**src/rtl/ftdi_tx_arbiter.sv**
```systemverilog
// Round-robin arbiter that frames byte streams from several readback sources
// into header-prefixed packets for the FTDI upstream write FIFO.
module ftdi_tx_arbiter #(
  parameter int NREQ      = 3,
  parameter int MAX_BURST = 16
) (
  input  logic              clk,
  input  logic              res_n,
  input  logic [NREQ-1:0]   req_valid,
  input  logic [8*NREQ-1:0] req_data,
  input  logic [NREQ-1:0]   req_last,
  output logic [NREQ-1:0]   req_ready,
  input  logic              fifo_prog_full,
  output logic              fifo_wr_en,
  output logic [7:0]        fifo_din,
  output logic [NREQ-1:0]   grant,
  output logic              busy
);

  localparam int IW = (NREQ > 1) ? $clog2(NREQ) : 1;
  localparam int CW = $clog2(MAX_BURST + 1);
  localparam logic [IW:0]   NREQ_W = (IW + 1)'(NREQ);
  localparam logic [CW-1:0] MAX_W  = CW'(MAX_BURST);

  typedef enum logic [1:0] {
    IDLE,
    HEADER,
    DATA
  } state_t;

  state_t          state_q, state_d;
  logic [IW-1:0]   gidx_q, gidx_d;
  logic [IW-1:0]   last_q, last_d;
  logic [NREQ-1:0] grant_q, grant_d;
  logic [NREQ-1:0] cont_q, cont_d;
  logic [CW-1:0]   cnt_q, cnt_d;
  logic            wr_en_q, wr_en_d;
  logic [7:0]      din_q, din_d;

  logic            rr_found;
  logic [IW-1:0]   rr_idx;
  logic            g_valid, g_last, g_cont;
  logic [7:0]      g_data;
  logic            accept;
  logic [CW-1:0]   cnt_inc;

  // Round-robin search: the candidate just after the previous owner has
  // highest priority, wrapping modulo NREQ.
  always_comb begin
    rr_found = 1'b0;
    rr_idx   = '0;
    for (int off = 1; off <= NREQ; off++) begin
      logic [IW:0]   sum;
      logic [IW-1:0] cand;
      sum = {1'b0, last_q} + (IW + 1)'(off);
      if (sum >= NREQ_W) sum = sum - NREQ_W;
      cand = sum[IW-1:0];
      if (!rr_found && req_valid[cand]) begin
        rr_found = 1'b1;
        rr_idx   = cand;
      end
    end
  end

  // Granted-lane view, selected through the one-hot grant mask.
  always_comb begin
    g_data = '0;
    for (int i = 0; i < NREQ; i++) begin
      g_data = g_data | (req_data[8*i +: 8] & {8{grant_q[i]}});
    end
  end

  assign g_valid   = |(req_valid & grant_q);
  assign g_last    = |(req_last & grant_q);
  assign g_cont    = |(cont_q & grant_q);
  assign req_ready = (state_q == DATA && !fifo_prog_full) ? grant_q : '0;
  assign accept    = (state_q == DATA) && !fifo_prog_full && g_valid;
  assign cnt_inc   = cnt_q + 1'b1;

  // NOTE: every variable written here gets its default first, so no path
  // leaves a value unassigned and no latch is inferred.
  always_comb begin
    state_d = state_q;
    gidx_d  = gidx_q;
    last_d  = last_q;
    grant_d = grant_q;
    cont_d  = cont_q;
    cnt_d   = cnt_q;
    wr_en_d = 1'b0;
    din_d   = din_q;
    unique case (state_q)
      IDLE: begin
        if (rr_found && !fifo_prog_full) begin
          gidx_d  = rr_idx;
          grant_d = NREQ'(1) << rr_idx;
          cnt_d   = '0;
          state_d = HEADER;
        end
      end
      HEADER: begin
        if (!fifo_prog_full) begin
          wr_en_d = 1'b1;
          din_d   = {1'b1, g_cont, 2'b00, 4'(gidx_q)};
          state_d = DATA;
        end
      end
      DATA: begin
        if (accept) begin
          wr_en_d = 1'b1;
          din_d   = g_data;
          cnt_d   = cnt_inc;
          // End of message beats truncation when both land on one byte.
          if (g_last || cnt_inc == MAX_W) begin
            cont_d  = g_last ? (cont_q & ~grant_q) : (cont_q | grant_q);
            last_d  = gidx_q;
            grant_d = '0;
            state_d = IDLE;
          end
        end
      end
      default: state_d = IDLE;
    endcase
  end

  // NOTE: sequential state uses non-blocking assignments so every register
  // samples the pre-edge values regardless of process ordering.
  always_ff @(posedge clk or negedge res_n) begin
    if (!res_n) begin
      state_q <= IDLE;
      gidx_q  <= '0;
      last_q  <= IW'(NREQ - 1);
      grant_q <= '0;
      cont_q  <= '0;
      cnt_q   <= '0;
      wr_en_q <= 1'b0;
      din_q   <= 8'h00;
    end else begin
      state_q <= state_d;
      gidx_q  <= gidx_d;
      last_q  <= last_d;
      grant_q <= grant_d;
      cont_q  <= cont_d;
      cnt_q   <= cnt_d;
      wr_en_q <= wr_en_d;
      din_q   <= din_d;
    end
  end

  assign fifo_wr_en = wr_en_q;
  assign fifo_din   = din_q;
  assign grant      = grant_q;
  assign busy       = (state_q != IDLE);

endmodule

```
**config.mk**
```make
export PLATFORM = sky130hd
export DESIGN_NAME = ftdi_tx_arbiter
export DESIGN_NICKNAME = d
export VERILOG_FILES = /design/src/rtl/ftdi_tx_arbiter.sv
export SDC_FILE = /design/constraint.sdc
export NUM_CORES = 1
export LEC_CHECK = 0
export BUFFER_PORTS_ARGS = -buffer_cell sky130_fd_sc_hd__buf_2
export CORE_MARGIN = 2
export CORE_UTILIZATION = 40
export CTS_BUF_LIST = sky130_fd_sc_hd__clkbuf_16
export DETAILED_ROUTE_END_ITERATION = 6
export PLACE_DENSITY = 0.72
export REMOVE_ABC_BUFFERS = 1
export SYNTH_ARGS = -nofsm -noshare
export SYNTH_HDL_FRONTEND = slang
export SYNTH_SLANG_ARGS = --single-unit
```
**constraint.sdc**
```tcl
create_clock -name clk -period 2.9 [get_ports clk]
set_input_delay 0.58 -clock clk [delete_from_list [all_inputs] [get_ports clk]]
set_output_delay 0.58 -clock clk [all_outputs]
set_load 0.005 [all_outputs]
```
Yosys cells after proc, flatten, opt, wreduce, memory -nomap -nowiden:

Cells that the tools add are included.
Widths: inputs -> output; s select.

* input port bits: 33
* word-level logic and storage cells: 97
* bits in registers: 26

* reduce and logical (&&, ||, !) cells: 22
* add/subtract/negate cells: 7
* muxes and demuxes: 35
* bitwise gates (word level): 11
* equality and inequality tests: 7
* order comparisons: 6
* shift operators: 1

Operators by type and width (count)
* $and 8x8->8: 3
* $mux 2: 10
* $mux 8: 2
* $or 8x8->8: 2
* $pmux 8 s2: 1
* $mux 3: 5
* $and 3x3->3: 4
* $mux 5: 2
* $pmux 5 s2: 1
* $ge 3x2->1 const B: 3
* $lt 2x3->1 const B: 3
* $reduce_and 3->1: 3
* $reduce_or 3->1: 3
* $mux 1: 8
* $reduce_and 4->1: 2
* $add 2x2->3 const B: 2
* $bmux 1 s2: 3
* $ne 2x2->1 const B: 3
* $pmux 2 s3: 1
* $pmux 3 s2: 1
* $reduce_bool 2->1: 3
* $sub 2x2->2 const B: 3
* $add 5x1->5 const B: 1
* $eq 5x5->1 const B: 1
* other kinds (13): 19

Logic depth before layout (Yosys ltp):

Gate-level depths: netlist of run 1.

* word-level depth: 15
* mapped depth: 10
* gate-level depth less buffers: 8

Worst setup path after synthesis of run 1:

Ideal clock, no wire load.

* path kind: flip-flop to flip-flop
* start: reg last_q[1]
* end: reg state_q[1]
* setup slack: 0.663 ns
* data arrival time: 2.109 ns
* stages on the path, launching flop included: 10
* library setup time: 0.128 ns
* clock period less this slack: 2.237 ns
* required time: 2.772 ns
* cell sequence: dfstp_2 -> inv_1 -> ha_1 -> buf_6 -> nand2_4 -> o21ai_1 -> a221oi_4 -> a21oi_1 -> o21bai_1 -> mux2_1

* word-level cells in the longest chain between the ends: 15

Ends and longest elaborated chain
* start, declared: line 33 `logic [IW-1:0] last_q, last_d;`
* start signal, assigned: line 131 `last_q <= IW'(NREQ - 1);`
* start signal, assigned: line 140 `last_q <= last_d;`
* $add 2x1->3: line 55 `sum = {1'b0, last_q} + (IW + 1)'(off);`
* $ge 3x2->1 / $sub 2x2->2 (equally long branches): line 56 `if (sum >= NREQ_W) sum = sum - NREQ_W;`
* $mux 2: line 56
* $bmux 1 s2: line 58 `if (!rr_found && req_valid[cand]) begin`
* $mux 1 (implied by the code): line 58
* $mux 1: line 58
* $logic_not 1->1: line 58
* $logic_and 1x1->1: line 58
* $mux 1: line 58
* $logic_not 1->1: line 58
* $logic_and 1x1->1: line 58
* $mux 1 *: line 58
* $logic_and 1x1->1 *: line 93 `if (rr_found && !fifo_prog_full) begin`
* $ne 2x2->1 (no source line) *
* $reduce_and 4->1 (no source line) *
* end signal, assigned: line 138 `state_q <= state_d;`
* end, declared: line 31 `state_t state_q, state_d;`

Mark *: on every way between the ends. The rest lies on a longest branch, timed or not. The select of a mux whose other input is x is not followed.
A chain may end at the register's enable or synchronous reset.

Worst setup path in the final report of run 1:

* start: reg last_q[1]
* end: reg grant_q[1] (netlist: grant[1])

* word-level cells in the longest chain between the ends: 15

Ends and longest elaborated chain
* $add 2x1->3: line 55
* $ge 3x2->1 / $sub 2x2->2 (equally long branches): line 56
* $mux 2: line 56
* $bmux 1 s2: line 58
* $mux 1 (implied by the code): line 58
* $mux 1: line 58
* $logic_not 1->1: line 58
* $logic_and 1x1->1: line 58
* $mux 1: line 58
* $logic_not 1->1: line 58
* $logic_and 1x1->1: line 58
* $mux 2 / $mux 1 (equally long branches): line 58
* $shl 1x2->3 / $logic_and 1x1->1 (equally long branches): line 95, 93
* $mux 3 / $ne 2x2->1 (equally long branches)
* $pmux 3 s2 / $reduce_and 4->1 (equally long branches)
* end signal, assigned: line 141 `grant_q <= grant_d;`
* end, declared: line 34 `logic [NREQ-1:0] grant_q, grant_d;`

Several ways; a longest one is shown, not always the timed one. The select of a mux whose other input is x is not followed.

==> results.tsv, run 1 <==
metric	value	unit
cts-root-buf	clkbuf_16	
synth.avg_cell_area	9.412	um2
total_power	2.101	mW
io_pins	49	
cts_hold_buf	0	
post_cts_buffers	0	
ys_seq_area_share	38.91	%
coreArea	4029	um2
final.fill_count	383	
rows	23	
start_util	41.58	%
yosysWarningCount	0	
area_growth	22.33	%
seqPwrFrac	31.1	%
wl_per_cell	13.73	um
grt_pass1_vias	1324	
hpwlAfterDp	2.773	mm
maxCapViolCount	0	
worstPathArrival	2.73	ns
intPower	1.256	mW
finish.utilization	50.87	%
die-area	4722	um2
diodes	0	
power.density	1025	nW/um2
route.detailed.drc	0	
finalSetupTns	0	ns
setup_viol	0	
die_h	68.72	um
cp-start-kind	register	
clockBufferDepth	2	
p_comb_share	50.0	%
hold_path_class	in -> async	
finalClockSkew	0.002332	ns
reg2reg_depth	8	
drtAntennaViolNets	0	
synth_cells	178	
timing.fmax	386.4	MHz
grt_overflow	0	
port_buffers	48	
place.gp.congestion	0.8826	
grt_pass1_wl	6.030	mm
drtPass1Iterations	4	
p_clk_share	19.0	%
path_class	reg -> reg	
min_period	2.588	ns
sw_frac_of_total	40.21	%
path_clk_slew	0.07	ns
numCtsBuffers	3	
setup_ws	0.3118	ns
htreeDepth	1	
switchingPower	844.9	uW
status	complete, no violations	
worst_slew_margin_rel	60.22	%
layout-drive-gt1-share	29.02	%
routed_wl	3.763	mm
via_per_inst	5.474	
layout.nets	266	
initialDrtViolationCount	108	
ys_types	44	
clock-sinks	26	
grt_max_degree	27	
die_w	68.72	um
dp_worst_setup_slack	0.3329	ns
setup.worst_path.end_class	register	
worstPathRequired	3.04	ns
post_cts_resized	0	
track_usage	17.37	%
post-route-period-util	89.25	%
cts_tree	yes	
vias	1500	
fin_cells	274	
rsz0062_at_grt	false	
dp_cells	270	
final_hold_viol_count	0	
syn_area	1675	um2
grt_antenna_before_repair	0	
worst_pin_slew	0.5967	ns
ir_worst_vdd	0.5411	mV
drv_slew	0	
worstSkewPairLatency	0.26	ns
cp_max_fo	13	
synth_seq_cells	26	
power_leakage	1.001	nW
==> synthesized netlist by cell type (all sizes together) <==
library cell  number  share of area, %
clkbuf             6               1.3
a21o               2              0.90
dfstp              1               1.6
nor2              10               2.2
nor2b              3               1.1
nor3b              1              0.45
nand2             26               6.3
and4b              1              0.60
buf                4               2.5
nand2b             6               2.2
a21oi              9               2.7
o31a               1              0.52
o21ai             17               5.1
o32ai              1              0.52
ha                 8               6.0
and2               3               1.1
a41oi              1              0.52
nor3               1              0.30
a31oi              2              0.75
a221oi             2               2.1
inv                8               1.8
a22oi              1              0.45
mux2i              3               1.8
a31o               1               1.0
o2bb2ai            1              0.52
nand3              6               1.8
a2bb2oi            1              0.52
o31ai              1              0.45
a211o              2               1.0
a21boi             1              0.45
or4b               2               1.2
nand4              1              0.37
dfrtp             25                37
mux2               8               5.6
o21a               1              0.45
o21bai             1              0.45
a222oi            10               6.0
==> cells by family (layout without fill, tap and decap cells) <==
family,after synthesis,count (layout),synth area share (%)
flip-flops,26,26,38.91
AND/OR/NAND/NOR,60,60,17.70
AO/OA/AOI/OAI,55,55,24.42
buffers and inverters,18,64,5.601
multiplexers,11,11,7.393
adder cells (fa/ha/maj),8,8,5.975
==> per-layer routing <==
layer | up-vias | wire length [um] | part of all wire (%) | track usage [%]
li1 | 743 | - | - | -
met1 | 700 | 1616 | 43 | 20.55
met2 | 53 | 1848 | 49 | 31.25
met3 | 4 | 235 | 6.2 | 2.922
met4 | 0 | 62 | 1.6 | 6.618
met5 | - | 0 | 0 | 0
==> critical path: stages, from the launching register on <==
cell and delay (ns):
dfstp_2 0.53, inv_1 0.06, ha_1 0.57, mux2i_1 0.23, nor2_1 0.08, a221oi_4 0.29
a31o_4 0.28, a21oi_1 0.09, mux2_1 0.33
==> placed cells by master, fill, tap and decap left out, types with 2 or more instances in the layout <==
master and count:
a21o_1 2, mux2_1 4, nand2b_1 6, a31oi_1 2, dfrtp_1 25, or4b_1 2, o21ai_0 16, mux2i_1 3
inv_1 7, nand2_1 25, nand3_1 6, a21oi_1 9, nor2_1 10, and2_1 3, a211o_1 2, buf_2 48
mux2_2 3, buf_4 4, ha_1 8, a222oi_1 10, nor2b_1 3, clkbuf_16 3
==> area by class of cell <==
| type | count | area (um2) | area share, % |
|---|---|---|---|
| Clock buffer | 3 | 75.07 | 3.663 |
| Tap cell | 50 | 62.56 | 3.052 |
| Multi-Input combinational cell | 134 | 929.6 | 45.36 |
| Clock inverter | 1 | 30.03 | 1.465 |
| Sequential cell | 26 | 651.9 | 31.81 |
| Inverter | 8 | 30.03 | 1.465 |
| Timing Repair Buffer | 52 | 270.3 | 13.19 |
==> metrics by stage <==
stage / area, um2 / hold WS (ns)
4_1_cts: 2049 / 0.3345
3_3_place_gp: 1944 / 0.4545
6_report: 2049 / 0.3119
5_1_grt: 2049 / 0.3600
3_5_place_dp: 1944 / 0.4653
2_1_floorplan: 1612 / 0.2844
==> power by group through the flow <==
stage	registers, mW	clock network (mW)	logic (mW)
after floorplan	0.640	0	0.738
after global placement	0.654	0	1.04
after detailed placement	0.660	0	1.04
after CTS	0.654	0.406	1.05
after global routing	0.676	0.422	1.18
final	0.653	0.399	1.05
==> final timing paths <==
kind	slack (ns)	from	to
max in group asynchronous	2.21	res_n	cnt_q[3]$_DFFE_PN0P_
min in group clk	0.47	fifo_din[7]$_DFFE_PN0P_	fifo_din[7]$_DFFE_PN0P_
worst min register to register	0.47	fifo_din[7]$_DFFE_PN0P_	fifo_din[7]$_DFFE_PN0P_
worst max register to register	0.31	last_q[1]$_DFFE_PN1P_	grant[1]$_DFFE_PN0P_
worst min-delay path	0.31	res_n	asynchronous set/reset pin
worst max-delay path	0.31	last_q[1]$_DFFE_PN1P_	grant[1]$_DFFE_PN0P_
No activity file was read; power rests on OpenSTA's default activity.
==> run 2: changes to the inputs <==
Settings changed: CORE_UTILIZATION 40 to 51, PLACE_DENSITY 0.72 to 0.87.
==> run 2 against run 1 <==
Effect of this change: final cell count decreased by 2.6%; clock skew increased by 0.00052 ns; worst setup slack got worse by 0.014 ns; wire length fell by 2.8%; sequential share of layout area rose by 0.23 points; combinational power hardly changed; via count increased by 1.4%; die area fell by 20%; maximum frequency down 0.54%; clock power is 1% lower.
==> results.tsv, run 2 (same netlist as run 1, synthesis figures left out) <==
metric	value	unit
status	complete, no violations	
cts-root-buf	clkbuf_16	
drv_slew	0	
coreArea	3078	um2
power_leakage	0.9957	nW
track_usage	21.38	%
ir_worst_vdd	0.6381	mV
layout.nets	265	
dp_worst_setup_slack	0.3217	ns
initialDrtViolationCount	126	
io_pins	49	
worstSkewPairLatency	0.26	ns
port_buffers	48	
worst_slew_margin_rel	56.19	%
worstPathRequired	3.04	ns
diodes	0	
reg2reg_depth	8	
finalClockSkew	0.002850	ns
cts_hold_buf	0	
finish.utilization	66.10	%
layout-drive-gt1-share	28.70	%
numCtsBuffers	3	
min_period	2.602	ns
setup_ws	0.2976	ns
place.gp.congestion	0.8951	
placed_area	1929	um2
setup.worst_path.end_class	register	
final_cell_mix	buf_2, nand2_1, dfrtp_1	
drtAntennaViolNets	0	
hold_path_class	in -> async	
worstPathArrival	2.74	ns
grt_pass1_wl	5.996	mm
final.fill_count	247	
grt_pass1_vias	1333	
cp-startpoint	last_q[1]$_DFFE_PN1P_	
post-route-period-util	89.74	%
route.detailed.drc	0	
reg2reg_slack	0.30	ns
setup_viol	0	
cts_tree	yes	
area_growth	21.43	%
reg2reg_to	grant[1]$_DFFE_PN0P_	
grt_max_degree	27	
finalSetupTns	0	ns
maxCapViolCount	0	
clock-sinks	26	
via_per_inst	5.697	
worst_pin_slew	0.6572	ns
die-area	3760	um2
rr_startpoint	last_q[1]$_DFFE_PN1P_	
drtPass1Iterations	5	
rows	20	
multi_input_area	929.6	um2
die_w	61.32	um
htreeDepth	1	
vias	1521	
routed_wl	3.659	mm
start_util	54.43	%
total_power	2.088	mW
design_area	2034	um2
post_cts_buffers	0	
grt_antenna_before_repair	0	
cp-start-kind	register	
path_class	reg -> reg	
final_hold_viol_count	0	
hpwlAfterDp	2.629	mm
cp_max_fo	13	
worstSetupEndpoint	grant[1]$_DFFE_PN0P_	
timing.fmax	384.3	MHz
die_h	61.32	um
power.density	1026	nW/um2
path_clk_slew	0.06	ns
final_common_cell	buf_2	
post_cts_resized	0	
grt_overflow	0	
rsz0062_at_grt	false	
wl_per_cell	13.70	um
clockBufferDepth	2	
seq_area	651.9	um2
## run 2: per-stage QoR
step / hold slack [ns] / instances
finish: 0.3146 / 267
global route: 0.3653 / 267
CTS: 0.3338 / 267
detailed placement: 0.4615 / 263
global placement: 0.4551 / 263
floorplan: 0.2844 / 168
## run 2: area by class of cell
type / count / area share [%]
multi-input combinational: 134 / 45.70
tap: 44 / 2.706
inverter: 8 / 1.476
clock inverter: 1 / 1.476
clock buffer: 3 / 3.690
timing repair buffer: 51 / 12.92
sequential: 26 / 32.04
## run 2: worst max-delay path, cell delays in order (launching register included)
cell      delay (ns)
dfstp_2         0.53
inv_1           0.06
ha_1            0.56
mux2i_1         0.23
nor2_1          0.08
a221oi_4        0.29
a31o_4          0.29
a21oi_1         0.10
mux2_1          0.34
## run 2: routing by layer
layer	up-vias	track usage (%)	share of wire, %
li1	750	-	-
met1	712	27.79	45
met2	55	37.39	48
met3	4	1.681	5.5
met4	0	7.453	1.0
met5	-	0	0
## run 2: where the power goes
part	switching [mW]	internal (mW)	total, mW
clock network	0.121	0.274	0.395
logic	0.568	0.466	1.03
registers	0.147	0.510	0.658
## run 2: worst min-delay path by stage
stage / depth (start not counted) / slack [ns] / end
detailed placement: 1 / 0.46 / fifo_din[7]$_DFFE_PN0P_
finish: 1 / 0.31 / fifo_din[7]$_DFFE_PN0P_
global placement: 1 / 0.46 / fifo_din[7]$_DFFE_PN0P_
global route: 1 / 0.37 / fifo_din[7]$_DFFE_PN0P_
floorplan: 0 / 0.28 / asynchronous set/reset pin
CTS: 1 / 0.33 / gidx_q[1]$_DFFE_PN0P_
